File: src/rtl/stall_ctrl_pkg.sv
`default_nettype none
// ============================================================================
//  Module      : stall_ctrl_pkg
//  Description : Shared encodings for the MIPS hazard/stall controller:
//                Tuse/Tnew conventions, default mult/div latencies, the
//                busy-FSM state type and the register-hazard helper.
//  Revision    : 1.0 - initial release
// ============================================================================
package stall_ctrl_pkg;

    // Tuse value meaning "this source register is not read at all".
    localparam logic [1:0] TUSE_NONE = 2'd3;

    // Default busy windows of the multiply/divide unit (cycles after start).
    localparam int MULT_CYC_DEF = 5;
    localparam int DIV_CYC_DEF  = 10;

    // Multiply/divide unit sequencing states.
    typedef enum logic [0:0] {
        MD_IDLE = 1'b0,
        MD_BUSY = 1'b1
    } md_state_t;

    // True when source register src, needed in tuse cycles, is produced by an
    // E- or M-stage instruction whose result arrives later than that (tnew > tuse).
    // Register 0 is hard-wired to zero and can never be a real dependency.
    function automatic logic reg_hazard(
        input logic [4:0] src,
        input logic [1:0] tuse,
        input logic [4:0] e_a3,
        input logic [1:0] e_tnew,
        input logic [4:0] m_a3,
        input logic [1:0] m_tnew
    );
        logic hit_e;
        logic hit_m;
        hit_e = (e_a3 == src) && (e_tnew > tuse);
        hit_m = (m_a3 == src) && (m_tnew > tuse);
        return (src != 5'd0) && (tuse != TUSE_NONE) && (hit_e || hit_m);
    endfunction

endpackage : stall_ctrl_pkg
`default_nettype wire

File: src/rtl/md_busy_ctr.sv
`default_nettype none
// ============================================================================
//  Module      : md_busy_ctr
//  Description : Countdown FSM modelling the busy window of the multiply/
//                divide unit. A start loads the latency of the requested
//                operation; busy stays high until the count drains to zero.
//  Revision    : 1.0 - initial release
// ============================================================================
module md_busy_ctr
    import stall_ctrl_pkg::*;
#(
    parameter int MULT_CYC = MULT_CYC_DEF,
    parameter int DIV_CYC  = DIV_CYC_DEF,
    parameter int CNT_W    = 4
) (
    input  logic clk,
    input  logic reset,      // asynchronous, active-low
    input  logic start,
    input  logic is_div,
    output logic busy
);

    localparam logic [CNT_W-1:0] MULT_LD = CNT_W'(MULT_CYC);
    localparam logic [CNT_W-1:0] DIV_LD  = CNT_W'(DIV_CYC);

    md_state_t        state;
    md_state_t        state_nxt;
    logic [CNT_W-1:0] cnt;
    logic [CNT_W-1:0] cnt_nxt;

    // State and countdown registers; reset aborts any operation in flight.
    always_ff @(posedge clk or negedge reset) begin
        if (!reset) begin
            state <= MD_IDLE;
            cnt   <= '0;
        end else begin
            state <= state_nxt;
            cnt   <= cnt_nxt;
        end
    end

    // Next state: a start always (re)loads, even mid-window or on the last
    // busy cycle; otherwise BUSY counts down and drops to IDLE at zero.
    always_comb begin
        state_nxt = state;
        cnt_nxt   = cnt;
        if (start) begin
            cnt_nxt   = is_div ? DIV_LD : MULT_LD;
            state_nxt = MD_BUSY;
        end else if (state == MD_BUSY) begin
            if (cnt <= CNT_W'(1)) begin
                cnt_nxt   = '0;
                state_nxt = MD_IDLE;
            end else begin
                cnt_nxt = cnt - CNT_W'(1);
            end
        end
    end

    assign busy = (state == MD_BUSY);

endmodule : md_busy_ctr
`default_nettype wire

File: src/rtl/stall_ctrl.sv
`default_nettype none
// ============================================================================
//  Module      : stall_ctrl
//  Description : Hazard and stall controller for the 5-stage MIPS pipeline.
//                Compares D-stage Tuse against E/M Tnew, holds md
//                instructions while the mult/div unit is busy, drives the
//                PC / IF-ID enables and the ID-EX clear, and counts stall
//                cycles in a saturating performance counter.
//  Revision    : 1.0 - initial release
// ============================================================================
module stall_ctrl
    import stall_ctrl_pkg::*;
#(
    parameter int MULT_CYC = MULT_CYC_DEF,
    parameter int DIV_CYC  = DIV_CYC_DEF,
    parameter int CNT_W    = 4
) (
    input  logic        clk,
    input  logic        reset,       // asynchronous, active-low
    input  logic [4:0]  d_rs,
    input  logic [4:0]  d_rt,
    input  logic [1:0]  d_tuse_rs,
    input  logic [1:0]  d_tuse_rt,
    input  logic        d_is_md,
    input  logic [4:0]  e_a3,
    input  logic [1:0]  e_tnew,
    input  logic [4:0]  m_a3,
    input  logic [1:0]  m_tnew,
    input  logic        e_md_start,
    input  logic        e_md_div,
    output logic        pc_en,
    output logic        d_en,
    output logic        e_clr,
    output logic        md_busy,
    output logic [31:0] stall_cnt
);

    logic stall_rs;
    logic stall_rt;
    logic stall_md;
    logic stall;

    // Busy window of the multiply/divide unit.
    md_busy_ctr #(
        .MULT_CYC (MULT_CYC),
        .DIV_CYC  (DIV_CYC),
        .CNT_W    (CNT_W)
    ) u_md_busy_ctr (
        .clk    (clk),
        .reset  (reset),
        .start  (e_md_start),
        .is_div (e_md_div),
        .busy   (md_busy)
    );

    // Hazard detection: zero-latency, derived from the current-cycle inputs.
    always_comb begin
        stall_rs = reg_hazard(d_rs, d_tuse_rs, e_a3, e_tnew, m_a3, m_tnew);
        stall_rt = reg_hazard(d_rt, d_tuse_rt, e_a3, e_tnew, m_a3, m_tnew);
        // An md op starting in E this cycle is already busy from D's view.
        stall_md = d_is_md && (md_busy || e_md_start);
        stall    = stall_rs || stall_rt || stall_md;
    end

    // A stall freezes PC and IF/ID and injects a bubble into ID/EX.
    assign pc_en = ~stall;
    assign d_en  = ~stall;
    assign e_clr = stall;

    // Saturating count of stalled cycles.
    always_ff @(posedge clk or negedge reset) begin
        if (!reset) begin
            stall_cnt <= '0;
        end else if (stall && (stall_cnt != 32'hFFFF_FFFF)) begin
            stall_cnt <= stall_cnt + 32'd1;
        end
    end

endmodule : stall_ctrl
`default_nettype wire
File: config.mk
export PLATFORM = sky130hd
export DESIGN_NAME = stall_ctrl
export DESIGN_NICKNAME = d
export VERILOG_FILES = /design/src/rtl/stall_ctrl_pkg.sv /design/src/rtl/md_busy_ctr.sv /design/src/rtl/stall_ctrl.sv
export SDC_FILE = /design/constraint.sdc
export NUM_CORES = 1
export LEC_CHECK = 0
export ABC_AREA = 1
export CORE_UTILIZATION = 30
export DETAILED_ROUTE_END_ITERATION = 16
export SLEW_MARGIN = 25
export SYNTH_ARGS = -nofsm -noshare
export SYNTH_HDL_FRONTEND = slang
export SYNTH_SLANG_ARGS = --single-unit
export TNS_END_PERCENT = 30
File: constraint.sdc
create_clock -name clk -period 5.2 [get_ports clk]
set_input_delay 1.56 -clock clk [delete_from_list [all_inputs] [get_ports clk]]
set_output_delay 1.56 -clock clk [all_outputs]
set_load 0.01 [all_outputs]
==> results of run 1 <==
## cells in the final DEF, fill, tap and decap left out, types with 7 or more instances in the layout
| cell type | n |
|---|---|
| xor2_1 | 17 |
| xnor2_1 | 7 |
| inv_1 | 72 |
| nor3_1 | 14 |
| nand2_1 | 184 |
| nor2_1 | 47 |
| nand3_1 | 52 |
| dfrtp_1 | 37 |
| clkdlybuf4s50_1 | 65 |
| ha_1 | 11 |
## final cells by class
type / instances / area [µm²] / share of cell area [%]
Multi-Input combinational cell: 369 / 1833 / 46.16
Clock buffer: 8 / 80.08 / 2.016
Timing Repair Buffer: 69 / 688.2 / 17.33
Sequential cell: 37 / 925.9 / 23.31
Tap cell: 133 / 166.4 / 4.190
Inverter: 74 / 277.8 / 6.994
## layer usage
layer,GRT usage [%],vias up,share of wire (%),wire length [µm]
met5,0,-,0,0
met4,4.694,0,1.2,99
met2,27.56,67,48,3951
met3,3.084,9,4.2,350
li1,-,1661,-,-
met1,20.97,1431,47,3880
## cell usage after synthesis (all sizes together)
master,number,area share [%]
ha,11,4.4
xnor2,7,2.0
a21oi,7,1.1
o22ai,1,0.20
buf,10,2.2
nand3,55,9.4
nor3b,1,0.24
nand3b,3,1.1
dfrtp,37,30
and3,1,0.20
o221ai,3,0.85
nand4,6,1.2
nor2,48,6.3
inv,74,9.0
o21ai,6,0.97
nand2,187,23
nor3,16,3.1
xor2,17,4.8
## where the power goes
part / switching [mW] / internal [mW]
combinational: 0.152 / 0.133
sequential: 0.0437 / 0.323
clock: 0.0973 / 0.0952
## worst max-delay path, cell delays in order
cell             delay, ns
clkdlybuf4s50_1       0.48
inv_1                 0.06
ha_1                  0.30
nand2_1               0.07
inv_1                 0.04
nor2_1                0.09
nand2_1               0.06
nor2_1                0.08
nand2_1               0.06
nand2_1               0.05
nand2_1               0.07
nand3_2               0.11
inv_1                 0.07
clkdlybuf4s50_1       0.47
## worst min-delay path by stage
| stage | startpoint | end | slack, ns | cells after the start |
|---|---|---|---|---|
| after global placement | u_md_busy_ctr.busy | u_md_busy_ctr.busy | 0.51 | 2 |
| after floorplan | u_md_busy_ctr.cnt[0] | u_md_busy_ctr.cnt[0] | 0.53 | 2 |
| after detailed placement | stall_cnt[8] | stall_cnt[8] | 0.52 | 2 |
| after CTS | u_md_busy_ctr.busy | u_md_busy_ctr.busy | 0.54 | 2 |
| after global routing | stall_cnt[8] | stall_cnt[8] | 0.56 | 2 |
| final | stall_cnt[11] | stall_cnt[11] | 0.53 | 2 |
## cells by family after synthesis
kind of cell,after synthesis,share of synthesized area (%)
DFF,37,29.85
and+or+nand+nor,317,44.62
xor gates and xnor gates,24,6.777
adders and majority gates,11,4.437
buffers and inverters,84,11.17
AOI/OAI and AO/OA,17,3.147
## sequential cells by signal, indices dropped and copies added (netlist names)
register	flops
stall_cnt	32
u_md_busy_ctr.busy	1
u_md_busy_ctr.cnt	4
## timing repair
action	in CTS	in global routing
gates resized for setup	0	3
endpoints found under the setup margin	0	3
hold buffers	0	0
## metrics by stage
stage / setup TNS (ns) / total power [mW] / instance area (µm²) / hold slack (ns) / worst slack (ns)
after floorplan: 0 / 0.5330 / 3102 / 0.5290 / 0.7314
after global placement: 0 / 0.6539 / 3882 / 0.5148 / 0.06639
after detailed placement: 0 / 0.6582 / 3882 / 0.5184 / 0.01482
after CTS: 0 / 0.8559 / 3963 / 0.5406 / 0.01271
after global routing: -0.05034 / 0.9092 / 3971 / 0.5645 / -0.05034
final: 0 / 0.8432 / 3971 / 0.5337 / 0.08600
==> flow_summary.json, run 1 <==
{
  "outcome": "complete, no violations",
  "dp_cells": 682,
  "wirelength_mm": 8.281,
  "setup.worst_path.start": "d_tuse_rt[1]",
  "nNetsFinal": 600,
  "cp-end-kind": "primary output",
  "cap_violations": 0,
  "grt_max_degree": 41,
  "syn2layout_area_growth_pct": 28.04,
  "ys_seq_elements": 37,
  "grt_usage_pct": 16.26,
  "die_w_um": 103.7,
  "final_util_pct": 40.08,
  "num_vias": 3168,
  "hold_viol_final": 0,
  "layout.cells.non_filler": 690,
  "rows": 36,
  "fp.dieArea_um2": 10750,
  "first_iter_violations": 159,
  "post-route-period-util_pct": 98.35,
  "finClkSkew_ns": 0.004716,
  "firstDrtPassIters": 4,
  "port_buffers": 68,
  "start_kind": "input port",
  "syn-mean-instance-area_um2": 6.330,
  "reg2reg_to": "stall_cnt[4]",
  "synth_cell_types": 29,
  "finalCriticalPeriod_ns": 5.114,
  "cts_sinks": 37,
  "report.final.slew_viol_count": 0,
  "grt_first_pass_wirelength_mm": 14.37,
  "worstPathArrival_ns": 3.55,
  "clockBufferDepth": 2,
  "worstRegToRegCells": 9,
  "path_clk_slew_ns": 0.07,
  "hp-class": "flip-flop to flip-flop",
  "worstSetupPathType": "input port to primary output",
  "cts_setup_buffers": 0,
  "dp_hpwl_mm": 6.629,
  "io_pins": 69,
  "p_leak_nw": 2.013,
  "cts_tree": "done",
  "crit_required_ns": 3.64,
  "vias_per_cell": 4.591,
  "rsz0062_at_grt": "true",
  "antenna_left": 0,
  "cts-root-buf": "clkbuf_8",
  "ir_drop_uv": 80.19,
  "synth.net_count": 534,
  "die_h_um": 103.7,
  "grt_pass1_vias": 3105,
  "max_freq_mhz": 195.5,
  "slew_headroom_pct": 45.02,
  "antenna_found_initial": 0,
  "htreeDepth": 2,
  "yosys_warnings": 0,
  "grt.overflow.total": 0,
  "initial_utilization_pct": 31.30,
  "coreArea_um2": 9910,
  "cp-endpoint": "d_en",
  "clk_latency_ns": 0.29,
  "n_fill_cell": 1052,
  "place.gp.congestion": 0.9209,
  "r2r_start": "stall_cnt[1]",
  "cts_buffers": 5,
  "drc": 0,
  "power_density_nw_per_um2": 212.3,
  "r2r_slack_ns": 3.13,
  "cp_max_fo": 3,
  "n_antenna_cell": 0,
  "yosysSeqAreaShare_pct": 29.85,
  "synth_cells": 490,
  "setup_violations": 0,
  "wl_per_cell_um": 12.00,
  "synth_area_um2": 3102,
  "max_slew.worst_pin.slew_ns": 0.8248,
  "final_layout_size_suffix_gt1_share_pct": 3.591
}
Power figures use the tool's default switching activity.
==> run 2: changes to the inputs <==
- CAP_MARGIN: not set -> 10
- CORE_MARGIN: not set -> 5
==> run 2 against run 1 <==
Effect of this change:
- sequential share of layout area decreased by 0.18 points
- register-to-register slack got worse by 0.03 ns
- cell count increased by 0.43%
- core utilization decreased by 0.78 points
- clock power increased by 37%
- flip-flop and latch count unchanged
- fmax increased by 2.7%
- count of clock-buffer cells in the layout decreased by 2
- sequential power about the same
- critical endpoint is now pc_en
- largest cell class unchanged
- largest power group unchanged
==> flow_summary.json, run 2 (synthesized netlist as in run 1, its figures left out) <==
{
  "nNetsFinal": 600,
  "first_iter_violations": 135,
  "die_h_um": 111.7,
  "grt_pass1_vias": 3115,
  "rows": 37,
  "place_ws_ns": -0.03573,
  "max_slew.worst_pin.slew_ns": 0.8267,
  "cp_top_family": "buffers and inverters",
  "outcome": "complete, no violations",
  "p_total_uw": 919.5,
  "power_density_nw_per_um2": 229.7,
  "hold_viol_final": 0,
  "hold_ws_ns": 0.5424,
  "cts_buffers": 5,
  "cap_violations": 0,
  "layout_common_cells": "nand2_1, inv_1, clkdlybuf4s50_1",
  "layout.cells.non_filler": 693,
  "ir_drop_uv": 77.32,
  "crit_cells": 14,
  "syn2layout_area_growth_pct": 29.04,
  "grt_first_pass_wirelength_mm": 14.55,
  "n_antenna_cell": 0,
  "slew_headroom_pct": 44.89,
  "finClkSkew_ns": 0.01092,
  "firstDrtPassIters": 4,
  "hp-class": "flip-flop to flip-flop",
  "cts_sinks": 37,
  "initial_utilization_pct": 30.45,
  "cts_tree": "done",
  "cp_max_fo": 3,
  "finalCriticalPeriod_ns": 4.980,
  "whs_path_depth": 2,
  "worstSetupPathType": "input port to primary output",
  "final_common_cell": "nand2_1",
  "setup_violations": 0,
  "dp_hpwl_mm": 7.006,
  "wl_per_cell_um": 12.60,
  "fin_ws_ns": 0.2201,
  "place.gp.congestion": 0.9472,
  "max_freq_mhz": 200.8,
  "coreArea_um2": 10180,
  "rsz0062_at_grt": "false",
  "worst_path_max_delay_cell": "clkdlybuf4s50_1",
  "cts-root-buf": "clkbuf_8",
  "n_fill_cell": 1089,
  "vias_per_cell": 4.615,
  "report.final.slew_viol_count": 0,
  "drc": 0,
  "wirelength_mm": 8.731,
  "path_clk_slew_ns": 0.08,
  "cp-end-kind": "primary output",
  "hp-start": "u_md_busy_ctr.busy",
  "final_layout_size_suffix_gt1_share_pct": 3.950,
  "antenna_left": 0,
  "worstPathArrival_ns": 3.42,
  "antenna_found_initial": 0,
  "area.sequential_um2": 925.9,
  "grt.overflow.total": 0,
  "largest_reg_flops": 32,
  "post-route-period-util_pct": 95.77,
  "p_leak_nw": 2.016,
  "multi_input_area_um2": 1829,
  "crit_required_ns": 3.64,
  "grt_usage_pct": 13.82,
  "regMostFlops": "stall_cnt",
  "htreeDepth": 2,
  "clockBufferDepth": 2,
  "dp_cells": 685,
  "clk_latency_ns": 0.30,
  "start_kind": "input port",
  "port_buffers": 68,
  "cts_setup_buffers": 0,
  "crit_buf_inv": 5,
  "worstRegToRegCells": 9,
  "slowest_delay_ns": 0.49,
  "fp.dieArea_um2": 12470,
  "setup.worst_path.start": "d_tuse_rt[1]",
  "die_w_um": 111.7,
  "grt_max_degree": 41,
  "postCtsHoldBufs": 0,
  "io_pins": 69,
  "critPathMostFrequentCell": "nand2_1",
  "num_vias": 3198,
  "path_cells": "clkdlybuf4s50_1 > inv_1 > ha_1 > nand2_1 > inv_1 > nor2_1 > nand2_1 > nor2_1 > nand2_1 > nand2_1 > nand2_1 > nand3_2 > inv_1 > dlygate4sd2_1",
  "r2r_start": "stall_cnt[1]"
}
[run 2: cell count changes in the layout (fill, tap and decap cells not counted)]
cell and delta:
clkinvlp_4 +1, dlygate4sd2_1 +3, clkbuf_1 -3, clkbuf_8 +1, bufinv_16 +1, clkdlybuf4s50_1 -1, a21oi_1 +1, a21oi_2 -1
dlymetal6s2s_1 -2
[run 2: timing repair]
action                                 in CTS  in global routing
resized for setup                           3                  0
endpoints found under the hold margin       0                  0
setup endpoints to repair                   3                  0
[run 2: where the power goes]
group          switching [mW]  leakage (nW)  internal (mW)
Sequential             0.0442         0.499          0.323
Clock                   0.109        0.0574          0.156
Combinational           0.156          1.46          0.132
Total                   0.309          2.02          0.610
[run 2: cell type report]
cell class,instances,area share (%)
inverter,74,6.940
tap,136,4.251
clock inverter,2,0.9378
multi-input combinational,369,45.70
timing repair buffer,69,16.97
clock buffer,6,2.063
sequential,37,23.13
[run 2: per-layer routing]
layer / wire, µm / track usage (%) / vias up
met5: 0 / 0 / -
met4: 104 / 3.487 / 0
li1: - / - / 1656
met2: 4275 / 24.06 / 84
met3: 548 / 3.478 / 10
met1: 3803 / 17.06 / 1448
[run 2: metrics by stage]
step	utilization [%]	area, µm²	setup TNS (ns)
global route	39.30	4003	0
detailed placement	38.16	3886	-0.06671
floorplan	-	3102	0
CTS	39.30	4003	0
finish	39.30	4003	0
global placement	38.16	3886	0
[run 2: path summary, 6_finish.rpt]
path                                           end  slack, ns
max in group asynchronous            stall_cnt[29]       3.32
min in group asynchronous            stall_cnt[12]       1.36
worst min-delay path            u_md_busy_ctr.busy       0.54
worst max-delay path                         pc_en       0.22
worst min register to register  u_md_busy_ctr.busy       0.54
worst max register to register       stall_cnt[10]       3.10
[run 2: tightest hold or removal path, stage by stage (launching register included)]
cell     delay (ns)
dfrtp_1        0.40
nand2_1        0.07
nand2_1        0.05
==> run 3: changes to the inputs <==
- PLACE_DENSITY: not set -> 0.51
- SYNTH_HIERARCHICAL: not set -> 1
==> run 3 against run 2 <==
Effect of this change:
- worst hold slack lost 0.028 ns
- clock power shrank 20%
- count of clock-buffer cells in the layout shrank 1
- routed wire length shrank 0.49%
- design area shrank 1.7%
- critical path depth shrank 1
- fmax grew 2.6%
- sequential power grew 2%
- worst setup slack gained 0.13 ns
- power shrank 3.1%
==> flow_summary.json, run 3 <==
{
  "vias_per_cell": 4.569,
  "cts_sinks": 37,
  "syn2layout_area_growth_pct": 29.54,
  "cp-end-kind": "primary output",
  "initial_utilization_pct": 30.93,
  "max_slew.worst_pin.slew_ns": 0.8501,
  "grt_first_pass_wirelength_mm": 14.90,
  "synth_area_um2": 3037,
  "p_clk_share_pct": 23.9,
  "rsz0062_at_grt": "false",
  "clk_latency_ns": 0.30,
  "port_buffers": 68,
  "p_total_uw": 890.8,
  "die_h_um": 110.6,
  "whs_path_depth": 2,
  "worstSetupPathType": "input port to primary output",
  "ir_drop_uv": 201.9,
  "p_int_uw": 557.7,
  "layout_common_cells": "nand2_1, clkdlybuf4s50_1, inv_1",
  "fp.dieArea_um2": 12230,
  "first_iter_violations": 144,
  "critPathMostFrequentCell": "nand2_1",
  "layout.cells.non_filler": 684,
  "reg2reg_to": "stall_cnt[2]",
  "path_clk_slew_ns": 0.08,
  "switching_share_pct": 37.40,
  "seq_power_share_pct": 41.9,
  "cts_resized": 2,
  "place.gp.congestion": 0.8363,
  "cp_top_family": "buffers and inverters",
  "synth_cells": 483,
  "hold_viol_final": 0,
  "path_cells": "clkdlybuf4s50_1 > inv_1 > ha_1 > nand2_1 > inv_1 > nor2_1 > nand2_1 > nor2_1 > nand2_1 > nand2_1 > nand2_1 > nand3_2 > dlygate4sd2_1",
  "die_w_um": 110.6,
  "slowest_delay_ns": 0.47,
  "yosys_warnings": 6,
  "power_density_nw_per_um2": 226.5,
  "hp-class": "flip-flop to flip-flop",
  "p_leak_nw": 1.950,
  "n_antenna_cell": 0,
  "synthTopCellsByArea": "dfrtp_1, nand2_1, nand3_1",
  "start_kind": "input port",
  "antenna_found_initial": 0,
  "combPwrFrac_pct": 34.2,
  "cap_violations": 0,
  "io_pins": 69,
  "syn-mean-instance-area_um2": 6.287,
  "drc": 0,
  "postCtsHoldBufs": 0,
  "finClkSkew_ns": 0.007395,
  "dp_hpwl_mm": 6.656,
  "r2r_start": "stall_cnt[1]",
  "dp_cells": 676,
  "nNetsFinal": 594,
  "ys_async_sr_fraction_pct": 100.0,
  "clockBufferDepth": 2,
  "slew_headroom_pct": 43.33,
  "synth_cell_types": 27,
  "synth_edf_count": 0,
  "grt.overflow.total": 0,
  "htreeDepth": 2,
  "worst_path_max_delay_cell": "clkdlybuf4s50_1",
  "synth.net_count": 527,
  "hp-start": "u_md_busy_ctr/cnt[1]",
  "wl_per_cell_um": 12.70,
  "worstPathArrival_ns": 3.29,
  "yosysSeqAreaShare_pct": 30.49,
  "cts_tree": "done",
  "finalCriticalPeriod_ns": 4.853,
  "crit_buf_inv": 4,
  "num_vias": 3125,
  "p_sw_uw": 333.1,
  "r2r_slack_ns": 2.88,
  "ys_seq_elements": 37,
  "yosys.area.top_type_share_pct": 30.49,
  "hold_ws_ns": 0.5142,
  "setup_violations": 0,
  "grt_usage_pct": 14.42,
  "rows": 36,
  "final_util_pct": 40.06,
  "grt_pass1_vias": 3015,
  "antenna_left": 0,
  "regMostFlops": "stall_cnt",
  "n_fill_cell": 1092,
  "synth_common_cells": "nand2_1, inv_1, nand3_1",
  "ys.flop_type": "dfrtp_1",
  "hold-path-endpoint": "u_md_busy_ctr/cnt[1]",
  "outcome": "complete, no violations",
  "post-route-period-util_pct": 93.33,
  "max_freq_mhz": 206.1,
  "largest_reg_flops": 32,
  "cts_setup_buffers": 0,
  "worstRegToRegCells": 9,
  "cts-root-buf": "clkbuf_8",
  "cp_max_fo": 3,
  "cts_buffers": 5,
  "crit_cells": 13,
  "grt_max_degree": 40,
  "yosysMostFrequentCell": "nand2_1",
  "wirelength_mm": 8.688,
  "crit_required_ns": 3.64,
  "final_layout_size_suffix_gt1_share_pct": 3.811,
  "yosys.area.top_type": "dfrtp_1",
  "report.final.slew_viol_count": 0,
  "final_common_cell": "nand2_1",
  "firstDrtPassIters": 4,
  "coreArea_um2": 9819
}
## run 3: worst max-delay path by stage
stage / start / endpoint / slack, ns
3_5_place_dp: d_tuse_rs[1] / e_clr / -0.01
2_1_floorplan: d_tuse_rt[1] / pc_en / 0.49
6_report: d_tuse_rs[1] / e_clr / 0.35
3_3_place_gp: d_tuse_rt[1] / e_clr / 0.008
4_1_cts: d_tuse_rt[1] / d_en / 0.06
5_1_grt: d_tuse_rs[1] / e_clr / 0.18
## run 3: cells by family (layout without fill, tap and decap cells)
group | after synthesis | after routing | share of synthesized area [%]
simple gates | 322 | 322 | 45.24
buf+inv | 72 | 140 | 9.600
flops | 37 | 37 | 30.49
xor+xnor | 26 | 26 | 7.499
compound gates | 15 | 15 | 2.637
fa+ha+maj | 11 | 11 | 4.532
## run 3: metal layers
layer  vias to the layer above  track usage (%)  wire length [µm]
met3                         6            2.735               312
met4                         0            2.956                59
li1                       1640                -                 -
met5                         -                0                 0
met2                        57            22.37              3797
met1                      1422            20.84              4519
## run 3: worst min-delay path, stage by stage (launching register included)
cell     delay [ns]
dfrtp_1        0.35
a21oi_1        0.06
o21ai_1        0.06
## run 3: layout make-up
class / count / area [µm²] / area share (%)
Clock buffer: 5 / 68.82 / 1.749
Clock inverter: 3 / 21.27 / 0.5407
Inverter: 63 / 236.5 / 6.011
Multi-Input combinational cell: 374 / 1828 / 46.47
Sequential cell: 37 / 925.9 / 23.54
Tap cell: 133 / 166.4 / 4.230
Timing Repair Buffer: 69 / 686.9 / 17.46
## run 3: stage by stage
stage	setup TNS, ns	instance area, µm²	worst slack [ns]
2_1_floorplan	0	3037	0.4903
3_3_place_gp	0	3831	0.008213
3_5_place_dp	-0.01958	3831	-0.01438
4_1_cts	0	3925	0.05679
5_1_grt	0	3934	0.1772
6_report	0	3934	0.3469
## run 3: power by group through the flow
stage | registers, mW | clock network (mW) | logic, mW
floorplan | 0.380 | 0 | 0.173
global placement | 0.379 | 0 | 0.303
detailed placement | 0.378 | 0 | 0.307
CTS | 0.373 | 0.222 | 0.309
global route | 0.380 | 0.232 | 0.346
finish | 0.373 | 0.213 | 0.305
